## config.mk

```make
export PLATFORM = sky130hd
export DESIGN_NAME = mu0_ctrl_fsm
export DESIGN_NICKNAME = d
export VERILOG_FILES = /design/src/rtl/mu0_pkg.sv /design/src/rtl/mu0_ctrl_decode.sv /design/src/rtl/mu0_ctrl_fsm.sv
export SDC_FILE = /design/constraint.sdc
export NUM_CORES = 1
export LEC_CHECK = 0
export ABC_AREA = 1
export BUFFER_PORTS_ARGS = -buffer_cell sky130_fd_sc_hd__buf_2
export CAP_MARGIN = 20
export CORE_AREA = 2 2 39 41
export CTS_CLUSTER_SIZE = 8
export DETAILED_ROUTE_END_ITERATION = 10
export DIE_AREA = 0 0 41 43
export PLACE_DENSITY = 0.43
export SLEW_MARGIN = 0
export SYNTH_ARGS = -nofsm -noshare
export SYNTH_HDL_FRONTEND = slang
export SYNTH_SLANG_ARGS = --single-unit
```

## constraint.sdc

```tcl
create_clock -name Clk -period 2 [get_ports Clk]
set_clock_uncertainty 0.1 [all_clocks]
set_input_delay 0.2 -clock Clk [delete_from_list [all_inputs] [get_ports Clk]]
set_output_delay 0.2 -clock Clk [all_outputs]
set_load 0.05 [all_outputs]
```

## src/rtl/mu0_pkg.sv

```systemverilog
// Shared encodings for the MU0 control unit: opcodes, FSM states, ALU codes,
// datapath mux selects and the bundled control vector.
package mu0_pkg;

    typedef enum logic [1:0] {
        ST_FETCH   = 2'b00,
        ST_EXECUTE = 2'b01,
        ST_HALT    = 2'b10
    } state_t;

    localparam logic [3:0] OP_LDA = 4'd0;
    localparam logic [3:0] OP_STA = 4'd1;
    localparam logic [3:0] OP_ADD = 4'd2;
    localparam logic [3:0] OP_SUB = 4'd3;
    localparam logic [3:0] OP_JMP = 4'd4;
    localparam logic [3:0] OP_JGE = 4'd5;
    localparam logic [3:0] OP_JNE = 4'd6;
    localparam logic [3:0] OP_STP = 4'd7;

    localparam logic [1:0] ALU_PASS_Y = 2'b00;
    localparam logic [1:0] ALU_ADD    = 2'b01;
    localparam logic [1:0] ALU_INC    = 2'b10;
    localparam logic [1:0] ALU_SUB    = 2'b11;

    localparam logic SEL_ACC = 1'b0;
    localparam logic SEL_PC  = 1'b1;
    localparam logic SEL_DIN = 1'b0;
    localparam logic SEL_IR  = 1'b1;
    localparam logic ADDR_PC = 1'b0;
    localparam logic ADDR_IR = 1'b1;

    typedef struct packed {
        logic       x_sel;
        logic       y_sel;
        logic       addr_sel;
        logic       pc_en;
        logic       ir_en;
        logic       acc_en;
        logic [1:0] m;
        logic       rd;
        logic       wr;
        logic       halted;
    } ctrl_t;

    // Opcodes whose execute cycle touches memory (LDA, STA, ADD, SUB).
    function automatic logic is_mem_op(input logic [3:0] op);
        return (op <= OP_SUB);
    endfunction

endpackage

```

## src/rtl/mu0_ctrl_decode.sv

```systemverilog
// Combinational decode of (state, opcode, N, Z) into the MU0 control vector
// and the next FSM state.
module mu0_ctrl_decode
    import mu0_pkg::*;
(
    input  state_t     i_state,
    input  logic [3:0] i_op,
    input  logic       i_n,
    input  logic       i_z,
    output ctrl_t      o_ctrl,
    output state_t     o_next
);

    logic w_take;

    assign w_take = (i_op == OP_JMP)
                 || ((i_op == OP_JGE) && !i_n)
                 || ((i_op == OP_JNE) && !i_z);

    always_comb begin
        // NOTE: every output gets a default first so no path can infer a latch.
        o_ctrl = '0;
        o_next = ST_FETCH;
        case (i_state)
            ST_FETCH: begin
                o_ctrl.addr_sel = ADDR_PC;
                o_ctrl.rd       = 1'b1;
                o_ctrl.ir_en    = 1'b1;
                o_ctrl.x_sel    = SEL_PC;
                o_ctrl.m        = ALU_INC;
                o_ctrl.pc_en    = 1'b1;
                o_next          = ST_EXECUTE;
            end
            ST_EXECUTE: begin
                case (i_op)
                    OP_LDA: begin
                        o_ctrl.addr_sel = ADDR_IR;
                        o_ctrl.rd       = 1'b1;
                        o_ctrl.y_sel    = SEL_DIN;
                        o_ctrl.m        = ALU_PASS_Y;
                        o_ctrl.acc_en   = 1'b1;
                    end
                    OP_STA: begin
                        o_ctrl.addr_sel = ADDR_IR;
                        o_ctrl.wr       = 1'b1;
                    end
                    OP_ADD, OP_SUB: begin
                        o_ctrl.addr_sel = ADDR_IR;
                        o_ctrl.rd       = 1'b1;
                        o_ctrl.x_sel    = SEL_ACC;
                        o_ctrl.y_sel    = SEL_DIN;
                        o_ctrl.m        = (i_op == OP_SUB) ? ALU_SUB : ALU_ADD;
                        o_ctrl.acc_en   = 1'b1;
                    end
                    OP_JMP, OP_JGE, OP_JNE: begin
                        // An untaken conditional jump leaves every control low.
                        if (w_take) begin
                            o_ctrl.y_sel = SEL_IR;
                            o_ctrl.m     = ALU_PASS_Y;
                            o_ctrl.pc_en = 1'b1;
                        end
                    end
                    OP_STP:  o_next = ST_HALT;
                    default: ;
                endcase
            end
            ST_HALT: begin
                o_ctrl.halted = 1'b1;
                o_next        = ST_HALT;
            end
            default: o_next = ST_FETCH;
        endcase
    end

endmodule

```

## src/rtl/mu0_ctrl_fsm.sv

```systemverilog
// MU0 control unit: state register plus decode. Define MU0_MEM_READY_EN to add
// the Mem_Rdy input that stalls memory cycles until the memory is ready.
module mu0_ctrl_fsm
    import mu0_pkg::*;
#(
    parameter int OPW = 4,
    parameter int MW  = 2
) (
    input  logic           Clk,
    input  logic           Reset,
    input  logic [OPW-1:0] F,
    input  logic           N,
    input  logic           Z,
`ifdef MU0_MEM_READY_EN
    input  logic           Mem_Rdy,
`endif
    output logic           X_sel,
    output logic           Y_sel,
    output logic           Addr_sel,
    output logic           PC_En,
    output logic           IR_En,
    output logic           Acc_En,
    output logic [MW-1:0]  M,
    output logic           Rd,
    output logic           Wr,
    output logic           Halted
);

    state_t r_state;
    state_t w_next;
    ctrl_t  w_ctrl;
    logic   w_advance;

    mu0_ctrl_decode u_decode (
        .i_state (r_state),
        .i_op    (4'(F)),
        .i_n     (N),
        .i_z     (Z),
        .o_ctrl  (w_ctrl),
        .o_next  (w_next)
    );

`ifdef MU0_MEM_READY_EN
    logic w_mem_cycle;

    assign w_mem_cycle = (r_state == ST_FETCH)
                      || ((r_state == ST_EXECUTE) && is_mem_op(4'(F)));
    // A waiting memory cycle keeps its strobes but may not commit any register.
    assign w_advance   = !w_mem_cycle || Mem_Rdy;
`else
    assign w_advance   = 1'b1;
`endif

    assign X_sel    = w_ctrl.x_sel;
    assign Y_sel    = w_ctrl.y_sel;
    assign Addr_sel = w_ctrl.addr_sel;
    assign PC_En    = w_ctrl.pc_en  & w_advance;
    assign IR_En    = w_ctrl.ir_en  & w_advance;
    assign Acc_En   = w_ctrl.acc_en & w_advance;
    assign M        = MW'(w_ctrl.m);
    assign Rd       = w_ctrl.rd;
    assign Wr       = w_ctrl.wr;
    assign Halted   = w_ctrl.halted;

    always_ff @(posedge Clk) begin
        // NOTE: state uses non-blocking assignment so every reader sees the pre-edge value.
        if (Reset) begin
            r_state <= ST_FETCH;
        end else if (w_advance) begin
            r_state <= w_next;
        end
    end

endmodule

```

==> impl_metrics.toml <==
[place]
place.gp.congestion = 0.721
dpl.cell_count = 69
place_area_um2 = 287
port_buffers = 18
post-dp-hpwl_um = 461

[timing]
layout_min_cycle_time_ns = 1.51
fin_setup_tns_ns = 0
hold_viol_final = 0
setup_violations = 0
finalCritPeriodShare_pct = 75.4
maxSlewViolCount = 0
maxSlewHeadroom_pct = 83.5
holdWs_ns = 0.0541
rsz0062_at_grt = "no"
worst_pin_slew_ns = 0.249
fmax_mhz = 663

[clock_tree]
cts.hold.buffers_added = 0
cts-root-buf = "clkbuf_4"
clk_pin_slew_ns = 0.03
htree_levels = 1
clk_latency_ns = 0.22
cts_setup_buffers = 0
clock-sinks = 2
cts_tree = "yes"
post_cts_resize_count = 0
clockBufferDepth = 2
numCtsBuffers = 3

[routing]
wl_per_cell_um = 7.29
vias = 250
vias_per_cell = 3.47
remaining_drc_errors = 0
ant_nets = 0
wirelength_um = 525
initialDrtViolationCount = 4
dr.pass1.iters = 4

[final_layout]
final_nets = 66
top_register = "r_state"
largest_register_ffs = 2
fin_area_um2 = 309
area_growth_pct = 68.0
reg.largest.list = "r_state: 2 flops"
final_cell_mix = "buf_2, nand2_1, inv_1, nor2_1, clkbuf_4"
fin_util_pct = 22.3
instances_no_fill = 72
layout_commonest_cell = "buf_2"
antenna_cells = 0
drive_gt1_share_pct = 39.3

[floorplanning]
dieArea_mm2 = 0.00176
die_y_um = 43
rows = 14
core-area_mm2 = 0.00138
boundaryPins = 19
die_w_um = 41
initial_core_util_pct = 13.3

[power_and_ir_drop]
ir_drop_mv = 0.206
power_density_mw_per_mm2 = 691
p_leak_nw = 0.212

[setup_path]
worstSetupStartpointType = "flop"
cp_slowest_cell = "dfxtp_1"
path_common_cell = "nor2_1"
r2r-end = "r_state[1]"
reg2reg_slack_ns = 1.12
crit_type = "flop to output port"
arrival_ns = 1.21
r2r_cells = 3
critPathMaxStageDelay_ns = 0.34
crit_chain = "nor2_1 > nand3b_1 > nor2_1 > buf_2"
critical_path.max_fanout = 5
regToRegStartpoint = "r_state[1]"
cp-end-kind = "output port"
cp_data_required_time_ns = 1.70

[global_routing]
grt_pass1_wl_um = 821
grt_use_total_pct = 7.31
grt_max_degree = 6
first_global_vias = 228
antenna_found_initial = 0
overflow = 0

[logic_synthesis]
ys_warn_count = 0
syn_area_um2 = 184
ys_types = 11
syn-num-nets = 44
syn_avg_cell_area_um2 = 5.11
yosysTopAreaCell = "nand2_1"
netlist_top_cells_area = "nand2_1, dfxtp_1, inv_1"
synth_top_area_share_pct = 22.4
ys_seq_area_share_pct = 21.8
synth_seq_cells = 2
synthCells = 36

[run_status]
status = "complete, no violations"

[min_path]
hp-class = "primary input to flop"
worstHoldStart = "Reset"
hold_depth = 2
whs_endpoint = "r_state[0]"

[flow_run]
max_cap_viol_count = 0
-- Yosys cell counts --
master	count
a21oi_1	1
buf_4	1
dfxtp_1	2
inv_1	8
nand2_1	11
nand3_1	2
nand3b_1	1
nor2_1	7
nor2_2	1
nor3_1	1
o21ai_0	1
-- stage by stage --
stage | total power [mW] | worst slack, ns
after detailed placement | 0.127 | 0.726
final | 0.214 | 0.492
after floorplan | 0.107 | 0.0600
after global placement | 0.128 | 0.731
after global routing | 0.230 | 0.395
after CTS | 0.222 | 0.477
-- worst max-delay path by stage --
| stage | startpoint | end | slack (ns) | cells past startpoint |
|---|---|---|---|---|
| finish | r_state[1] | Acc_En | 0.49 | 4 |
| global route | r_state[1] | Acc_En | 0.39 | 4 |
| CTS | r_state[1] | Acc_En | 0.48 | 4 |
| detailed placement | r_state[1] | Acc_En | 0.73 | 4 |
| global placement | r_state[0] | Wr | 0.73 | 5 |
| floorplan | r_state[1] | M[1] | 0.06 | 3 |
-- report_power, final --
group | internal [mW] | switching (mW)
clock | 0.0661 | 0.0215
sequential | 0.0421 | 0.00154
combinational | 0.0196 | 0.0627
total | 0.128 | 0.0858
-- layer usage --
layer / global-route usage (%) / up-vias / wire length, um
met5: 0 / - / 0
met4: 8.00 / 0 / 0
met3: 1.57 / 0 / 33
met2: 9.38 / 7 / 252
met1: 8.92 / 97 / 238
li1: - / 146 / -
-- cell type report --
| type | count | area [um^2] |
|---|---|---|
| Fill cell | 172 | 1070 |
| Multi-Input combinational cell | 25 | 106 |
| Timing Repair Buffer | 18 | 90.1 |
| Sequential cell | 2 | 40.0 |
| Inverter | 8 | 30.0 |
| Clock buffer | 3 | 22.5 |
| Tap cell | 16 | 20.0 |
-- critical path: cells and delay by family, from the launching register on --
family	cells	cell delay (ns)
simple gates	3	0.37
flops	1	0.34
buf+inv	1	0.27
-- kinds of logic after synthesis --
family          synth area share, %
flops                          21.8
compound gates                 5.44
buf+inv                        20.4
simple gates                   52.4
No activity file was read; power rests on OpenSTA's default activity.
